[config.mk]
export PLATFORM = sky130hd
export DESIGN_NAME = vga_vram_scanner_flat
export DESIGN_NICKNAME = d
export VERILOG_FILES = /design/src/rtl/vga_pkg.sv /design/src/rtl/vga_vram_scanner_if.sv /design/src/rtl/vga_timing_gen.sv /design/src/rtl/vga_vram_scanner.sv /design/src/flat_wrapper.sv
export SDC_FILE = /design/constraint.sdc
export NUM_CORES = 1
export LEC_CHECK = 0
export ABC_AREA = 1
export CORE_ASPECT_RATIO = 1.75
export CORE_MARGIN = 2
export CORE_UTILIZATION = 60
export CTS_CLUSTER_SIZE = 8
export DETAILED_ROUTE_END_ITERATION = 6
export GPL_TIMING_DRIVEN = 0
export PLACE_DENSITY = 0.82
export SYNTH_ARGS = -nofsm -noshare
export SYNTH_HDL_FRONTEND = slang
export SYNTH_HIERARCHICAL = 1
export SYNTH_SLANG_ARGS = --single-unit
[constraint.sdc]
create_clock -name clk -period 10.4 [get_ports clk]
set_input_delay 1.04 -clock clk [delete_from_list [all_inputs] [get_ports clk]]
set_output_delay 1.04 -clock clk [all_outputs]
set_load 0.1 [all_outputs]
[src/rtl/vga_pkg.sv]
// Shared timing constants and helpers for the VRAM raster scanner.
// Defaults describe 640x480@60 from a 100 MHz clock with a 128x96 frame buffer.
package vga_pkg;

    localparam int ADDR_W = 14;
    localparam int CNT_W  = 10;

    localparam int DEF_CLK_DIV  = 4;
    localparam int DEF_H_ACTIVE = 640;
    localparam int DEF_H_FP     = 16;
    localparam int DEF_H_SYNC   = 96;
    localparam int DEF_H_BP     = 48;
    localparam int DEF_V_ACTIVE = 480;
    localparam int DEF_V_FP     = 10;
    localparam int DEF_V_SYNC   = 2;
    localparam int DEF_V_BP     = 33;
    localparam int DEF_SCALE    = 5;
    localparam int DEF_FB_WIDTH = 128;

    function automatic int total(int active, int fp, int sync, int bp);
        return active + fp + sync + bp;
    endfunction

    localparam int DEF_H_TOTAL      = total(DEF_H_ACTIVE, DEF_H_FP, DEF_H_SYNC, DEF_H_BP);
    localparam int DEF_V_TOTAL      = total(DEF_V_ACTIVE, DEF_V_FP, DEF_V_SYNC, DEF_V_BP);
    localparam int DEF_H_SYNC_START = DEF_H_ACTIVE + DEF_H_FP;
    localparam int DEF_H_SYNC_END   = DEF_H_SYNC_START + DEF_H_SYNC;
    localparam int DEF_V_SYNC_START = DEF_V_ACTIVE + DEF_V_FP;
    localparam int DEF_V_SYNC_END   = DEF_V_SYNC_START + DEF_V_SYNC;

    // True when lo <= cnt < hi.
    function automatic logic in_window(logic [CNT_W-1:0] cnt, int lo, int hi);
        return (int'(cnt) >= lo) && (int'(cnt) < hi);
    endfunction

endpackage

[src/rtl/vga_vram_scanner_if.sv]
// VRAM read port and VGA connector signals of the raster scanner.
// master = scanner side, slave = VRAM/connector side.
interface vga_vram_scanner_if import vga_pkg::*; ();

    logic [ADDR_W-1:0] vram_addr;
    logic              vram_red;
    logic              vram_green;
    logic              vram_blue;
    logic              vga_hsync;
    logic              vga_vsync;
    logic [3:0]        vga_red;
    logic [3:0]        vga_green;
    logic [3:0]        vga_blue;

    modport master (
        output vram_addr, vga_hsync, vga_vsync, vga_red, vga_green, vga_blue,
        input  vram_red, vram_green, vram_blue
    );

    modport slave (
        input  vram_addr, vga_hsync, vga_vsync, vga_red, vga_green, vga_blue,
        output vram_red, vram_green, vram_blue
    );

endinterface

[src/rtl/vga_timing_gen.sv]
// Pixel-rate divider and h/v raster counters; exposes next counter values so
// the address logic can register the address of the pixel the counters move to.
module vga_timing_gen
    import vga_pkg::*;
#(
    parameter int CLK_DIV  = DEF_CLK_DIV,
    parameter int H_ACTIVE = DEF_H_ACTIVE,
    parameter int H_FP     = DEF_H_FP,
    parameter int H_SYNC   = DEF_H_SYNC,
    parameter int H_BP     = DEF_H_BP,
    parameter int V_ACTIVE = DEF_V_ACTIVE,
    parameter int V_FP     = DEF_V_FP,
    parameter int V_SYNC   = DEF_V_SYNC,
    parameter int V_BP     = DEF_V_BP
) (
    input  logic             clk,
    input  logic             reset,
    output logic             tick_o,
    output logic             out_stb_o,
    output logic [CNT_W-1:0] h_nxt_o,
    output logic [CNT_W-1:0] v_nxt_o,
    output logic             active_o,
    output logic             hsync_n_o,
    output logic             vsync_n_o
);

    localparam int DIV_W   = $clog2(CLK_DIV);
    localparam int H_TOTAL = total(H_ACTIVE, H_FP, H_SYNC, H_BP);
    localparam int V_TOTAL = total(V_ACTIVE, V_FP, V_SYNC, V_BP);

    logic [DIV_W-1:0] div_cnt_q, div_cnt_d;
    logic [CNT_W-1:0] h_cnt_q, h_cnt_d;
    logic [CNT_W-1:0] v_cnt_q, v_cnt_d;
    logic             line_last;

    always_comb begin
        tick_o    = (div_cnt_q == DIV_W'(CLK_DIV - 1));
        // One clock after the tick the VRAM has registered the new address.
        out_stb_o = (div_cnt_q == DIV_W'(1));
        div_cnt_d = tick_o ? '0 : div_cnt_q + 1'b1;

        line_last = (h_cnt_q == CNT_W'(H_TOTAL - 1));
        h_nxt_o   = line_last ? '0 : h_cnt_q + 1'b1;
        v_nxt_o   = v_cnt_q;
        if (line_last) begin
            v_nxt_o = (v_cnt_q == CNT_W'(V_TOTAL - 1)) ? '0 : v_cnt_q + 1'b1;
        end
        h_cnt_d = tick_o ? h_nxt_o : h_cnt_q;
        v_cnt_d = tick_o ? v_nxt_o : v_cnt_q;

        active_o  = (h_cnt_q < CNT_W'(H_ACTIVE)) && (v_cnt_q < CNT_W'(V_ACTIVE));
        hsync_n_o = !in_window(h_cnt_q, H_ACTIVE + H_FP, H_ACTIVE + H_FP + H_SYNC);
        vsync_n_o = !in_window(v_cnt_q, V_ACTIVE + V_FP, V_ACTIVE + V_FP + V_SYNC);
    end

    always_ff @(posedge clk) begin
        if (reset) begin
            div_cnt_q <= '0;
            h_cnt_q   <= '0;
            v_cnt_q   <= '0;
        end else begin
            div_cnt_q <= div_cnt_d;
            h_cnt_q   <= h_cnt_d;
            v_cnt_q   <= v_cnt_d;
        end
    end

endmodule

[src/rtl/vga_vram_scanner.sv]
// Raster scanner: walks the frame buffer with SCALE x SCALE pixel replication
// using counters only, and aligns VRAM colour with sync at the VGA outputs.
module vga_vram_scanner
    import vga_pkg::*;
#(
    parameter int CLK_DIV  = DEF_CLK_DIV,
    parameter int H_ACTIVE = DEF_H_ACTIVE,
    parameter int H_FP     = DEF_H_FP,
    parameter int H_SYNC   = DEF_H_SYNC,
    parameter int H_BP     = DEF_H_BP,
    parameter int V_ACTIVE = DEF_V_ACTIVE,
    parameter int V_FP     = DEF_V_FP,
    parameter int V_SYNC   = DEF_V_SYNC,
    parameter int V_BP     = DEF_V_BP,
    parameter int SCALE    = DEF_SCALE,
    parameter int FB_WIDTH = DEF_FB_WIDTH
) (
    input  logic               clk,
    input  logic               reset,
    vga_vram_scanner_if.master bus
);

    localparam int SUB_W = $clog2(SCALE);
    localparam int COL_W = $clog2(FB_WIDTH);

    logic             tick, out_stb, active, hsync_n, vsync_n;
    logic [CNT_W-1:0] h_nxt, v_nxt;
    logic             line_end, frame_start;

    logic [SUB_W-1:0]  col_sub_q, col_sub_d;
    logic [SUB_W-1:0]  row_sub_q, row_sub_d;
    logic [COL_W-1:0]  col_addr_q, col_addr_d;
    logic [ADDR_W-1:0] line_base_q, line_base_d;
    logic [ADDR_W-1:0] vram_addr_q, vram_addr_d;
    logic              hsync_q, hsync_d, vsync_q, vsync_d;
    logic [2:0]        vram_bits;
    logic [2:0][3:0]   colour_q, colour_d;

    vga_timing_gen #(
        .CLK_DIV (CLK_DIV),  .H_ACTIVE(H_ACTIVE), .H_FP(H_FP), .H_SYNC(H_SYNC), .H_BP(H_BP),
        .V_ACTIVE(V_ACTIVE), .V_FP(V_FP), .V_SYNC(V_SYNC), .V_BP(V_BP)
    ) u_timing (
        .clk      (clk),
        .reset    (reset),
        .tick_o   (tick),
        .out_stb_o(out_stb),
        .h_nxt_o  (h_nxt),
        .v_nxt_o  (v_nxt),
        .active_o (active),
        .hsync_n_o(hsync_n),
        .vsync_n_o(vsync_n)
    );

    always_comb begin
        col_sub_d   = col_sub_q;
        row_sub_d   = row_sub_q;
        col_addr_d  = col_addr_q;
        line_base_d = line_base_q;
        vram_addr_d = vram_addr_q;
        hsync_d     = hsync_q;
        vsync_d     = vsync_q;
        line_end    = (h_nxt == '0);
        frame_start = line_end && (v_nxt == '0);

        if (tick) begin
            if (frame_start) begin
                col_sub_d   = '0;
                col_addr_d  = '0;
                row_sub_d   = '0;
                line_base_d = '0;
            end else if (line_end) begin
                col_sub_d  = '0;
                col_addr_d = '0;
                // Rows stop advancing after the last visible line so the base never passes the buffer.
                if (v_nxt < CNT_W'(V_ACTIVE)) begin
                    if (row_sub_q == SUB_W'(SCALE - 1)) begin
                        row_sub_d   = '0;
                        line_base_d = line_base_q + ADDR_W'(FB_WIDTH);
                    end else begin
                        row_sub_d = row_sub_q + 1'b1;
                    end
                end
            end else if (h_nxt < CNT_W'(H_ACTIVE)) begin
                if (col_sub_q == SUB_W'(SCALE - 1)) begin
                    col_sub_d  = '0;
                    col_addr_d = col_addr_q + 1'b1;
                end else begin
                    col_sub_d = col_sub_q + 1'b1;
                end
            end

            if (v_nxt >= CNT_W'(V_ACTIVE)) begin
                vram_addr_d = '0;
            end else if (h_nxt >= CNT_W'(H_ACTIVE)) begin
                vram_addr_d = line_base_d;
            end else begin
                vram_addr_d = line_base_d + ADDR_W'(col_addr_d);
            end
        end

        if (out_stb) begin
            hsync_d = hsync_n;
            vsync_d = vsync_n;
        end
    end

    assign vram_bits = {bus.vram_red, bus.vram_green, bus.vram_blue};

    // Blanking forces black regardless of what the VRAM returns.
    generate
        for (genvar gi = 0; gi < 3; gi++) begin : g_colour
            assign colour_d[gi] = out_stb ? (active ? {4{vram_bits[gi]}} : 4'h0) : colour_q[gi];
        end
    endgenerate

    always_ff @(posedge clk) begin
        if (reset) begin
            col_sub_q   <= '0;
            row_sub_q   <= '0;
            col_addr_q  <= '0;
            line_base_q <= '0;
            vram_addr_q <= '0;
            hsync_q     <= 1'b1;
            vsync_q     <= 1'b1;
            colour_q    <= '0;
        end else begin
            col_sub_q   <= col_sub_d;
            row_sub_q   <= row_sub_d;
            col_addr_q  <= col_addr_d;
            line_base_q <= line_base_d;
            vram_addr_q <= vram_addr_d;
            hsync_q     <= hsync_d;
            vsync_q     <= vsync_d;
            colour_q    <= colour_d;
        end
    end

    assign bus.vram_addr = vram_addr_q;
    assign bus.vga_hsync = hsync_q;
    assign bus.vga_vsync = vsync_q;
    assign bus.vga_red   = colour_q[2];
    assign bus.vga_green = colour_q[1];
    assign bus.vga_blue  = colour_q[0];

endmodule

[src/flat_wrapper.sv]
// flat-port wrapper written by rule: the top's interface ports become plain ports
module vga_vram_scanner_flat import vga_pkg::*;
#(
    parameter int CLK_DIV  = DEF_CLK_DIV,
    parameter int H_ACTIVE = DEF_H_ACTIVE,
    parameter int H_FP     = DEF_H_FP,
    parameter int H_SYNC   = DEF_H_SYNC,
    parameter int H_BP     = DEF_H_BP,
    parameter int V_ACTIVE = DEF_V_ACTIVE,
    parameter int V_FP     = DEF_V_FP,
    parameter int V_SYNC   = DEF_V_SYNC,
    parameter int V_BP     = DEF_V_BP,
    parameter int SCALE    = DEF_SCALE,
    parameter int FB_WIDTH = DEF_FB_WIDTH
)
  (clk, reset, bus_vram_addr, bus_vga_hsync, bus_vga_vsync, bus_vga_red, bus_vga_green, bus_vga_blue, bus_vram_red, bus_vram_green, bus_vram_blue);
  vga_vram_scanner_if bus_i ();
  input  logic clk;
  input  logic reset;
  output wire logic [$bits(bus_i.vram_addr)-1:0] bus_vram_addr;
  output wire logic [$bits(bus_i.vga_hsync)-1:0] bus_vga_hsync;
  output wire logic [$bits(bus_i.vga_vsync)-1:0] bus_vga_vsync;
  output wire logic [$bits(bus_i.vga_red)-1:0] bus_vga_red;
  output wire logic [$bits(bus_i.vga_green)-1:0] bus_vga_green;
  output wire logic [$bits(bus_i.vga_blue)-1:0] bus_vga_blue;
  input wire logic [$bits(bus_i.vram_red)-1:0] bus_vram_red;
  input wire logic [$bits(bus_i.vram_green)-1:0] bus_vram_green;
  input wire logic [$bits(bus_i.vram_blue)-1:0] bus_vram_blue;
  assign bus_vram_addr = bus_i.vram_addr;
  assign bus_vga_hsync = bus_i.vga_hsync;
  assign bus_vga_vsync = bus_i.vga_vsync;
  assign bus_vga_red = bus_i.vga_red;
  assign bus_vga_green = bus_i.vga_green;
  assign bus_vga_blue = bus_i.vga_blue;
  assign bus_i.vram_red = bus_vram_red;
  assign bus_i.vram_green = bus_vram_green;
  assign bus_i.vram_blue = bus_vram_blue;
  vga_vram_scanner #(.CLK_DIV(CLK_DIV), .H_ACTIVE(H_ACTIVE), .H_FP(H_FP), .H_SYNC(H_SYNC), .H_BP(H_BP), .V_ACTIVE(V_ACTIVE), .V_FP(V_FP), .V_SYNC(V_SYNC), .V_BP(V_BP), .SCALE(SCALE), .FB_WIDTH(FB_WIDTH)) u_core (.clk(clk), .reset(reset), .bus(bus_i));
endmodule
==> flow_summary.ini <==
[floorplan]
core-area_sq_um = 7130
ios = 33
die_w_microns = 68.3
fp.dieH_microns = 117
dieArea_sq_um = 7960
start_util_pct = 60.9
rows = 41

[timing]
fmax_mhz = 237
slew_violations = 0
worst_pin_slew_ns = 1.00
tns_ns = 0
skew_ns = 0.00521
rsz0062_at_grt = no
hold_viol = 0
final-setup-viol-count = 0
post-route-period-util_pct = 40.6
timing.slew.headroom_pct = 33.1
min_period_ns = 4.22

[placed_design]
portBuffers = 32
dp_hpwl_mm = 8.16
routabilityCongestion = 0.946
post_dp_cell_area_sq_um = 4770

[route]
ant_nets = 0
post-route-drc-count = 0
vias = 4378
drtPass1Iterations = 5
drt-vias-per-instance = 5.49
wire_per_inst_microns = 13.5
routed_wl_mm = 10.8
drt_iter0_drc = 301

[global_route]
grt_first_pass_wirelength_mm = 17.7
grt_max_degree = 11
antenna_found_initial = 0
track_usage_pct = 29.2
grt_pass1_vias = 4130
grt_overflow_total = 0

[clock_tree]
postCtsResizedCells = 0
cts_buffer_depth = 2
cts_buffers = 9
clk_pin_slew_ns = 0.05
holdBufCountCts = 0
clk_latency_ns = 0.34
clockRootBuffer = clkbuf_16
cts_tree = done
htree_levels = 3
post_cts_buffers = 0
clock-sinks = 68

[layout]
final_common_cell = nand2_1
drive_above_1_share_pct = 9.14
antenna_cells = 0
area_delta_synth_final_pct = 16.1
layout_common_cells = nand2_1, inv_1, dfxtp_1
nNetsFinal = 732
final_area_sq_um = 5040

[yosys]
netlist_top_cells_area = dfxtp_1, nand2_1, inv_1
syn_area_sq_um = 4340
yosys.area.top_type = dfxtp_1
synth.top_cell.area_share_pct = 31.4
synth.net_count = 689
syn_area_per_cell_sq_um = 6.54
ys_types = 48
synth-edff-count = 0
synth-async-reset-ratio_pct = 0
ys_seq_area_share_pct = 31.4
yosys_warnings = 6
synthCells = 664
synth-seq-cells = 68
synth_top_flop_cell = dfxtp_1

[worst_setup_path]
cp-end-kind = register
max_stage_delay_ns = 0.35
cp.required_ns = 10.67
crit_type = reg2reg
critPathArrivalTime_ns = 4.49
worstPathMaxFanout = 6
setup.worst_path.start_class = register
slowest_stage = dfxtp_1
crit_top_cell = nand2_1

[flow_run]
max_cap_viol_count = 0

[power_and_ir_drop]
powerDensity_nw_per_um2 = 130
ir_drop_uv = 88.3
leakage_nw = 2.28

[run_status]
status = finished, final reports clean

[hold_path]
hold_path.class = reg2reg
-- stage by stage --
step / setup WS [ns] / utilization [%] / std cells / hold WS (ns) / total power [mW]
4_1_cts: 6.25 / 70.7 / 797 / 0.456 / 0.655
2_1_floorplan: 6.93 / - / 664 / 0.421 / 0.354
3_5_place_dp: 6.30 / 66.9 / 782 / 0.448 / 0.379
3_3_place_gp: 6.43 / 66.9 / 782 / 0.428 / 0.376
5_1_grt: 5.72 / 70.7 / 797 / 0.471 / 0.674
6_report: 6.18 / 70.7 / 797 / 0.453 / 0.653
-- routing by layer --
metal / part of all wire, % / track usage [%] / vias up
li1: - / - / 2219
met1: 38 / 29.5 / 2000
met2: 53 / 52.5 / 123
met3: 4.3 / 6.07 / 36
met4: 4.8 / 18.4 / 0
met5: 0 / 0 / -
-- report_power, final --
part | internal (mW) | switching, mW | total [mW]
combinational | 0.0263 | 0.0739 | 0.100
clock | 0.172 | 0.106 | 0.278
sequential | 0.268 | 0.00652 | 0.274
total | 0.466 | 0.186 | 0.653
-- path summary, 6_finish.rpt --
| check | from | end | slack [ns] | depth (start not counted) |
|---|---|---|---|---|
| min reg2reg | u_core/line_base_q[4] | u_core/line_base_q[4] | 0.45 | 2 |
| max | u_core/u_timing/h_cnt_q[0] | u_core/bus.vram_addr[13] | 6.18 | 29 |
| max reg2reg | u_core/u_timing/h_cnt_q[0] | u_core/bus.vram_addr[13] | 6.18 | 29 |
| min | u_core/line_base_q[4] | u_core/line_base_q[4] | 0.45 | 2 |
-- worst max-delay path, delay by kind of cell, from the launching register on --
kind / cells / cell delay, ns
and+or+nand+nor: 21 / 2.46
AOI/OAI and AO/OA: 3 / 0.58
adders and majority gates: 2 / 0.54
DFF: 1 / 0.35
buffers and inverters: 3 / 0.23
-- Yosys cell counts, types with 7 or more instances --
cell type / number
clkbuf_1: 10
ha_1: 19
dfxtp_1: 68
nand3_1: 49
o22ai_1: 7
nand2_1: 173
nor2_1: 66
inv_1: 95
buf_4: 9
nor2_2: 10
nand4_1: 16
a21oi_1: 41
o21ai_0: 24
-- state kept, by name, summed over array words and instances (netlist names), 2 cells and up --
register,cells
u_core/u_timing/div_cnt_q,2
u_core/line_base_q,14
u_core/col_addr_q,7
u_core/bus.vram_addr,14
u_core/u_timing/h_cnt_q,10
u_core/col_sub_q,3
u_core/u_timing/v_cnt_q,10
u_core/row_sub_q,3
-- layout make-up --
class,instances,area (sq um)
multi-input cells,471,2470
fillers,604,2090
flip-flops and latches,68,1360
inverters,99,373
repair buffers,32,320
clock buffers,13,260
plain buffers,26,139
well taps,86,108
clock inverters,2,10.0
-- cells by family (layout without fill, tap and decap cells) --
| group | count (synthesis) | after routing | synth area share, % |
|---|---|---|---|
| buffers and inverters | 125 | 172 | 11.8 |
| adder cells (fa/ha/maj) | 20 | 20 | 5.94 |
| flip-flops | 68 | 68 | 31.4 |
| AND/OR/NAND/NOR | 349 | 349 | 37.0 |
| XOR/XNOR | 8 | 8 | 1.61 |
| AO/OA/AOI/OAI | 94 | 94 | 12.3 |
No activity file was read; power rests on OpenSTA's default activity.
